`config.mk`:
```
export PLATFORM = sky130hd
export DESIGN_NAME = dmem_responder
export DESIGN_NICKNAME = d
export VERILOG_FILES = /design/src/rtl/dmem_responder.sv
export SDC_FILE = /design/constraint.sdc
export NUM_CORES = 2
export LEC_CHECK = 0
export BUFFER_PORTS_ARGS = -buffer_cell sky130_fd_sc_hd__buf_2
export CORE_ASPECT_RATIO = 1.2
export CORE_MARGIN = 5
export CORE_UTILIZATION = 40
export DETAILED_ROUTE_END_ITERATION = 7
export PLACE_DENSITY = 0.54
export SLEW_MARGIN = 20
export SYNTH_ARGS = -nofsm -noshare
export SYNTH_HDL_FRONTEND = slang
export SYNTH_SLANG_ARGS = --single-unit
```
`constraint.sdc`:
```
create_clock -name clk -period 4.2 [get_ports clk]
set_input_delay 1.05 -clock clk [delete_from_list [all_inputs] [get_ports clk]]
set_output_delay 1.05 -clock clk [all_outputs]
set_load 0.05 [all_outputs]
```
`src/rtl/dmem_responder.sv`:
```
// -----------------------------------------------------------------------------
// dmem_responder
//   Data-memory responder with a fixed number of wait states per access.
//   A request is accepted in IDLE. The access then waits WAIT cycles in BUSY,
//   and completes with a single-cycle RESP strobe.
//
// Parameters
//   DEPTH  number of 32-bit words (power of two, 16..1024)
//   WAIT   wait-state cycles per access (0..15)
//
// Ports
//   clk         sole clock, rising edge
//   reset       asynchronous active-low reset
//   req_valid   requester holds a request
//   req_ready   high only in IDLE
//   memwrite    1 = store, 0 = load (sampled on accept)
//   addr        byte address; word index = addr[log2(DEPTH)+1:2]
//   writedata   store data (sampled on accept)
//   readdata    load result while resp_valid=1, otherwise 0
//   resp_valid  one-cycle completion strobe
//   err         misaligned-access flag while resp_valid=1, otherwise 0
//   fsm_state   current FSM state (debug visibility)
//
// Optional feature
//   DMEM_ALIGN_CHECK_EN  when defined, addr[1:0] != 0 suppresses the memory
//                        access and the response reports err=1, readdata=0.
//                        When undefined, err is 0 and addr[1:0] is ignored.
//
// Handshake: a request transfers on a rising edge where req_valid and
// req_ready are both 1. The requester must hold req_valid and its payload
// stable until that edge. resp_valid is a one-cycle strobe that needs no
// acknowledge.
// -----------------------------------------------------------------------------
module dmem_responder #(
  parameter int DEPTH = 64,
  parameter int WAIT  = 2
) (
  input  logic        clk,
  input  logic        reset,
  input  logic        req_valid,
  output logic        req_ready,
  input  logic        memwrite,
  input  logic [31:0] addr,
  input  logic [31:0] writedata,
  output logic [31:0] readdata,
  output logic        resp_valid,
  output logic        err,
  output logic [1:0]  fsm_state
);

  localparam int         AW       = $clog2(DEPTH);
  localparam logic [3:0] WAIT_CNT = 4'(WAIT);

  typedef enum logic [1:0] {
    IDLE = 2'd0,
    BUSY = 2'd1,
    RESP = 2'd2
  } state_t;

  state_t          state, state_next;
  logic [3:0]      cnt, cnt_next;

  // Captured request
  logic            wr_q;
  logic [AW-1:0]   idx_q;
  logic [31:0]     wdata_q;
  logic            mis_q;

  // Memory write port
  logic            commit_en;
  logic [AW-1:0]   commit_idx;
  logic [31:0]     commit_data;

  logic [31:0]     mem [DEPTH];

  logic [AW-1:0]   idx_in;
  logic            mis_in;
  logic            unused_addr_bits;

  assign idx_in = addr[AW+1:2];

`ifdef DMEM_ALIGN_CHECK_EN
  assign mis_in = (addr[1:0] != 2'b00);
`else
  assign mis_in = 1'b0;
`endif

  // Upper address bits are deliberately ignored so addresses wrap.
  assign unused_addr_bits = ^{addr[31:AW+2], addr[1:0]};

  assign fsm_state = state;

  // Next-state and output logic
  always_comb begin
    state_next  = state;
    cnt_next    = cnt;
    req_ready   = 1'b0;
    resp_valid  = 1'b0;
    readdata    = 32'h0;
    err         = 1'b0;
    commit_en   = 1'b0;
    commit_idx  = idx_q;
    commit_data = wdata_q;

    case (state)
      IDLE: begin
        req_ready = 1'b1;
        if (req_valid) begin
          if (WAIT == 0) begin
            // Zero wait states: the accept edge is also the edge entering
            // RESP, so the store commits straight from the request inputs.
            state_next  = RESP;
            cnt_next    = 4'd0;
            commit_en   = memwrite & ~mis_in;
            commit_idx  = idx_in;
            commit_data = writedata;
          end else begin
            state_next = BUSY;
            cnt_next   = WAIT_CNT;
          end
        end
      end

      BUSY: begin
        cnt_next = cnt - 4'd1;
        if (cnt == 4'd1) begin
          state_next = RESP;
          commit_en  = wr_q & ~mis_q;
        end
      end

      RESP: begin
        resp_valid = 1'b1;
        err        = mis_q;
        // Stores and suppressed accesses return zero.
        readdata   = (wr_q || mis_q) ? 32'h0 : mem[idx_q];
        state_next = IDLE;
      end

      default: begin
        state_next = IDLE;
        cnt_next   = 4'd0;
      end
    endcase
  end

  // State, counter and request capture
  always_ff @(posedge clk or negedge reset) begin
    if (!reset) begin
      state   <= IDLE;
      cnt     <= 4'd0;
      wr_q    <= 1'b0;
      idx_q   <= '0;
      wdata_q <= 32'h0;
      mis_q   <= 1'b0;
    end else begin
      state <= state_next;
      cnt   <= cnt_next;
      if (state == IDLE && req_valid) begin
        wr_q    <= memwrite;
        idx_q   <= idx_in;
        wdata_q <= writedata;
        mis_q   <= mis_in;
      end
    end
  end

  // Memory array is not reset; contents survive reset. The reset term keeps a
  // request presented during reset from writing.
  always_ff @(posedge clk) begin
    if (commit_en && reset) begin
      mem[commit_idx] <= commit_data;
    end
  end

endmodule

```
; Word-level counts from Yosys, hierarchy flattened
; Memory sizes are Yosys's and may differ from the RTL's.
; Index checks and enable logic that the tools add are counted.
[word_totals]
output_inout_bits = 37
inputBits = 68
wordCells = 31
mem_count = 1
ram_bits = 2048
regBits = 45
[op_classes]
n_reduce_logical = 5
add_sub_neg = 1
n_eq_ne = 5
bitwise = 1
muxes = 13
[mem_list]
columns = memory, depth, width, read_ports, rd_ports_with_merged_regs, wr, line_no
row1 = mem, 64, 32, 1, 0, 1, 74  ; logic [31:0] mem [DEPTH];
[ops]
columns = operator, n
row1 = 2-to-1 mux 32 bit, 2
row2 = case mux 4 bit (3 select lines), 1
row3 = 2-to-1 mux 1 bit, 6
row4 = equality test 4 x 1 -> 1 bit (second input constant), 1
row5 = 2-to-1 mux 2 bit, 2
row6 = 2-to-1 mux 4 bit, 1
row7 = inequality test 2 bit (second input constant), 2
row8 = case mux 2 bit (2 select lines), 1
row9 = AND reduction 2 bit, 2
row10 = subtractor 4 x 1 -> 4 bit (second input constant), 1
row11 = equality test 2 x 1 -> 1 bit (second input constant), 1
row12 = equality test 2 bit (second input constant), 1
row13 = logical AND 1 bit, 2
row14 = logical NOT 2 bit, 1
row15 = NOT 1 bit, 1

; Depth between registers and ports, before layout
[depth]
ltp_word = 6
mapped_depth = 11
depth_no_buf = 7

; Worst setup path before layout
; No wires, ideal clock.
[synth_timing]
kind = reg-to-output
from = register state[0], in the netlist fsm_state[0]
to = output readdata[10]
path_slack_ps = 253
required_time_ps = 3150
path_stages_with_launch = 6
arrival_time_ps = 2897
path_buffers = 2
path_cell_list = dfrtp_1 clkbuf_1 nor2b_1 nand2b_1 clkbuf_1 a41oi_1
[synth_between]
elab_chain_cells = 2
[synth_rtl]
columns = item, line_no
row1 = "start, declared", 60  ; state_t state, state_next;
row2 = "start signal, assigned", 157  ; state <= state_next;
row3 = equality test 2 bit, 105  ; case (state)
row4 = 2-to-1 mux 32 bit, 105
row5 = "end, declared", 45  ; output logic [31:0] readdata,
; No other way between the ends.

; Worst setup path in the final report
[layout_timing]
from = register idx_q[1], in the netlist commit_idx[1]
to = output readdata[5]
[layout_between]
elab_chain_cells = 3
[layout_rtl]
columns = item, line_no
row1 = "start, declared", 65  ; logic [AW-1:0] idx_q;
row2 = "start signal, assigned", 161  ; idx_q <= idx_in;
row3 = memory (64 x 32 bit), -
row4 = 2-to-1 mux 32 bit, 136  ; readdata = (wr_q || mis_q) ? 32'h0 : mem[idx_q];
row5 = 2-to-1 mux 32 bit, 105
; No other way between the ends.

==> summary.md <==
| Metric | Value |
|---|---|
| Synth Register Bits | `between 2000 and 2500` |
| Final hold vios | `0` |
| Grt total ovfl | `0` |
| Top cell type's share of synthesized area | `77.5%` |
| Startpoint types | `register` |
| R2r setup slk | `around 0.57 ns` |
| YS warnings | `0` |
| Crit path kind | `register to primary output` |
| Total power | `about 70 mW` |
| Max Clk Rate | `about 0.20 GHz` |
| Max transition margin | `23.7%` |
| P per Cell Area | `735 nW/um^2` |
| Critical Path Max Stage Delay | `about 0.59 ns` |
| DRT Pass-1 Iters | `6` |
| Most numerous cell in the Yosys netlist | `edfxtp_1` |
| Main synth FF type | `edfxtp_1` |
| Async SR Flop Fraction | `2.15%` |
| Critical-path top delay cell | `or4_4` |
| Iter 0 DRT Violations | `5006` |
| CP required | `around 3.2 ns` |
| Hold Crit Class | `primary input to async pin` |
| Slew @ Worst Pin | `1.14 ns` |
| Die width | `417 um` |
| Post-Route WL | `about 250000 um` |
| Initial antenna violation count | `4` |
| Syn Nets | `4563` |
| Vias per cell | `6.06` |
| Total clock sinks | `2093` |
| DPL Wire Length | `148000 um` |
| Port bufs | `77` |
| Syn Inst Count | `about 4500` |
| Area growth syn-to-layout | `23.2%` |
| Core area | `198000 sq um` |
| Distinct cells, synth | `75` |
| Avg Cell Area, Syn | `17.7 sq um` |
| Top cells by count, synth | `2048 x edfxtp_1, 527 x a22oi_1, 213 x o22ai_1, 188 x nor2_1, 179 x buf_2` |
| First-pass GRT wire length | `354000 um` |
| Die Y | `about 500 um` |
| # DRC | `0` |
| CTS Buf Count | `roughly 200` |
| Max_cap viols | `0` |
| Initial core utilization | `40.1%` |
| Final setup viols | `32` |
| Post-synthesis sequential area ratio | `78.9%` |
| CTS tree | `done` |
| Nets | `5140` |
| Die ar. | `just over 200000 sq um` |
| Fraction of layout cells with a size suffix above 1 | `29.0%` |
| Worst skew pair latency | `0.85 ns` |
| Largest net degree at the start of global routing | `75` |
| Worst-path clk slew | `approximately 0.06 ns` |
| IO Count | `105` |
| Peak VDD IR | `0.000891 V` |
| Clk_skew | `0.0356 ns` |
| Worst r2r path cells | `8` |
| Tot GR Track Use | `a little under a quarter` |
| Reg-to-reg startpoint | `fsm_state[0]` |
| Placement row count | `179` |
| Data arrival time of the worst path | `3.83 ns` |
| Period utilization | `116%` |
| Failing checks | `setup timing` |
| Vias in the first global route | `46300` |
| GPL Wtd Cong | `0.862` |
| Worst Setup End Kind | `primary output` |
| RSZ-0062 raised after global routing | `true` |
| Cts hold-fix bufs | `0` |
| Hold WS | `0.311 ns` |
| Root buf cell | `clkbuf_16` |
| Synth top area cells | `edfxtp_1 77%, a22oi_1 5.0%, mux2i_1 2.1%, o22ai_1 1.7%, dfrtp_1 1.4%` |
| Post-route setup slack | `-0.678 ns` |
| DR WL/cell | `about 32 um` |
| Crit Path Max Fanout | `6` |
| Number of synthesized flops with an enable pin | `~2000` |
| Synth Cell Area | `between 70000 and 80000 sq um` |
| Area leader, netlist | `edfxtp_1` |
| Pleak | `31.1 nW` |
| R2r endpoint | `mem[35][15]` |
| Clock Tree Buf Depth | `3` |
| Routed Antenna Nets | `0` |
| Final Critical Period | `4.88 ns` |
| H-tree Lvls | `4` |
| CP cell instances | `buf_8 > buf_6 > and2_4 > buf_8 > buf_12 > a22oi_2 > o22ai_1 > or4_4 > a211oi_2 > buf_4 > a41oi_1 > buf_4 > buf_12` |
| Status | `complete, but fails checks` |
| DR vias | `47700` |
| Final Max Tran Viols | `0` |
worst max-delay path, delay by kind of cell (launching register included):
family | cells | cell delay [ns]
buffers and inverters | 7 | 1.18
and+or+nand+nor | 2 | 0.78
AOI/OAI and AO/OA | 4 | 0.51
DFF | 1 | 0.50
logic make-up (layout without fill, tap and decap cells):
group	Yosys count	after routing	share of synthesized area, %
simple gates	391	393	2.27
flops	2093	2093	78.9
fa+ha+maj	2	2	0.0315
xor+xnor	2	2	0.0221
mux	269	269	3.71
compound gates	1394	1394	12.9
other cells	1	4	0.00472
buf+inv	341	1083	2.12
flip-flops by register name (all words and copies together), names as in the netlist:
name and cells:
wr_q 1, commit_idx 6, fsm_state 2, mem 2048
commit_data 32, cnt 4
layout make-up:
type / count / area, sq um
antenna: 3 / 7.51
clock buffer: 263 / 5370
clock inverter: 107 / 951
fill: 16300 / 99900
inverter: 6 / 22.5
multi-input combinational: 2061 / 17500
sequential: 2093 / 62700
tap: 2624 / 3280
timing repair buffer: 707 / 8000
report_power, final:
| part | leakage [nW] | switching (mW) | internal, mW |
|---|---|---|---|
| Sequential | 18.9 | 1.44 | 26.3 |
| Combinational | 9.11 | 16.5 | 10.0 |
| Clock | 3.08 | 7.83 | 9.81 |
through the flow:
| stage | area, sq um | worst slack, ns | util [%] | instances | setup TNS, ns |
|---|---|---|---|---|---|
| after global placement | 87100 | -0.203 | 44.1 | 7339 | -0.652 |
| final | 97800 | -0.678 | 49.5 | 7864 | -18.17 |
| after detailed placement | 87100 | -0.153 | 44.1 | 7339 | -0.554 |
| after global routing | 97800 | -0.752 | 49.5 | 7862 | -20.60 |
| after CTS | 97100 | -0.679 | 49.1 | 7850 | -19.02 |
| after floorplan | 79400 | 0.253 | - | 4493 | 0 |
worst max-delay path by stage:
stage	startpoint	end	slack, ns	cells after the start
floorplan	fsm_state[0]	readdata[10]	0.25	5
global placement	commit_idx[2]	readdata[10]	-0.20	8
detailed placement	commit_idx[1]	readdata[17]	-0.15	12
CTS	commit_idx[1]	readdata[11]	-0.68	13
global route	commit_idx[1]	readdata[19]	-0.75	13
finish	commit_idx[1]	readdata[5]	-0.68	13
timing repair:
| item | 4_1_cts | 5_1_grt |
|---|---|---|
| gates cloned | 26 | 2 |
| pin swaps | 100 | 85 |
| buffers inserted | 120 | 18 |
| gates resized for setup | 379 | 139 |
| endpoints found under the setup margin | 32 | 32 |
metal layers:
| metal | global-route usage, % | routed length, um | up-vias |
|---|---|---|---|
| li1 | - | - | 19900 |
| met1 | 32.3 | 101000 | 25200 |
| met2 | 38.3 | 120000 | 2181 |
| met3 | 4.78 | 21100 | 417 |
| met4 | 8.19 | 9580 | 2 |
| met5 | 0 | 13 | - |
cell usage in the layout, fill, tap and decap left out, types with 17 or more instances in the layout:
master	Yosys	final
a22oi_2	0	88
a221oi_1	119	99
buf_12	0	140
o21ai_1	13	30
a31oi_1	22	20
buf_16	0	19
buf_6	10	59
a211oi_1	44	20
a22oi_1	527	439
clkbuf_1	105	52
o22ai_1	213	177
buf_2	179	45
clkinv_2	0	29
buf_4	28	410
a21oi_1	87	77
nand2_1	79	75
mux2i_1	163	163
nor2_1	188	119
clkinv_1	1	50
buf_8	0	22
o22ai_2	0	36
a211o_1	27	27
mux2_2	95	95
a221oi_2	1	21
o21ai_0	87	63
clkbuf_16	0	204
a211oi_2	13	33
a22o_1	128	128
o211ai_1	17	17
edfxtp_1	2048	2048
dfrtp_2	0	32
nor2_4	2	70
Note: power is estimated with default switching activity, not from simulation.
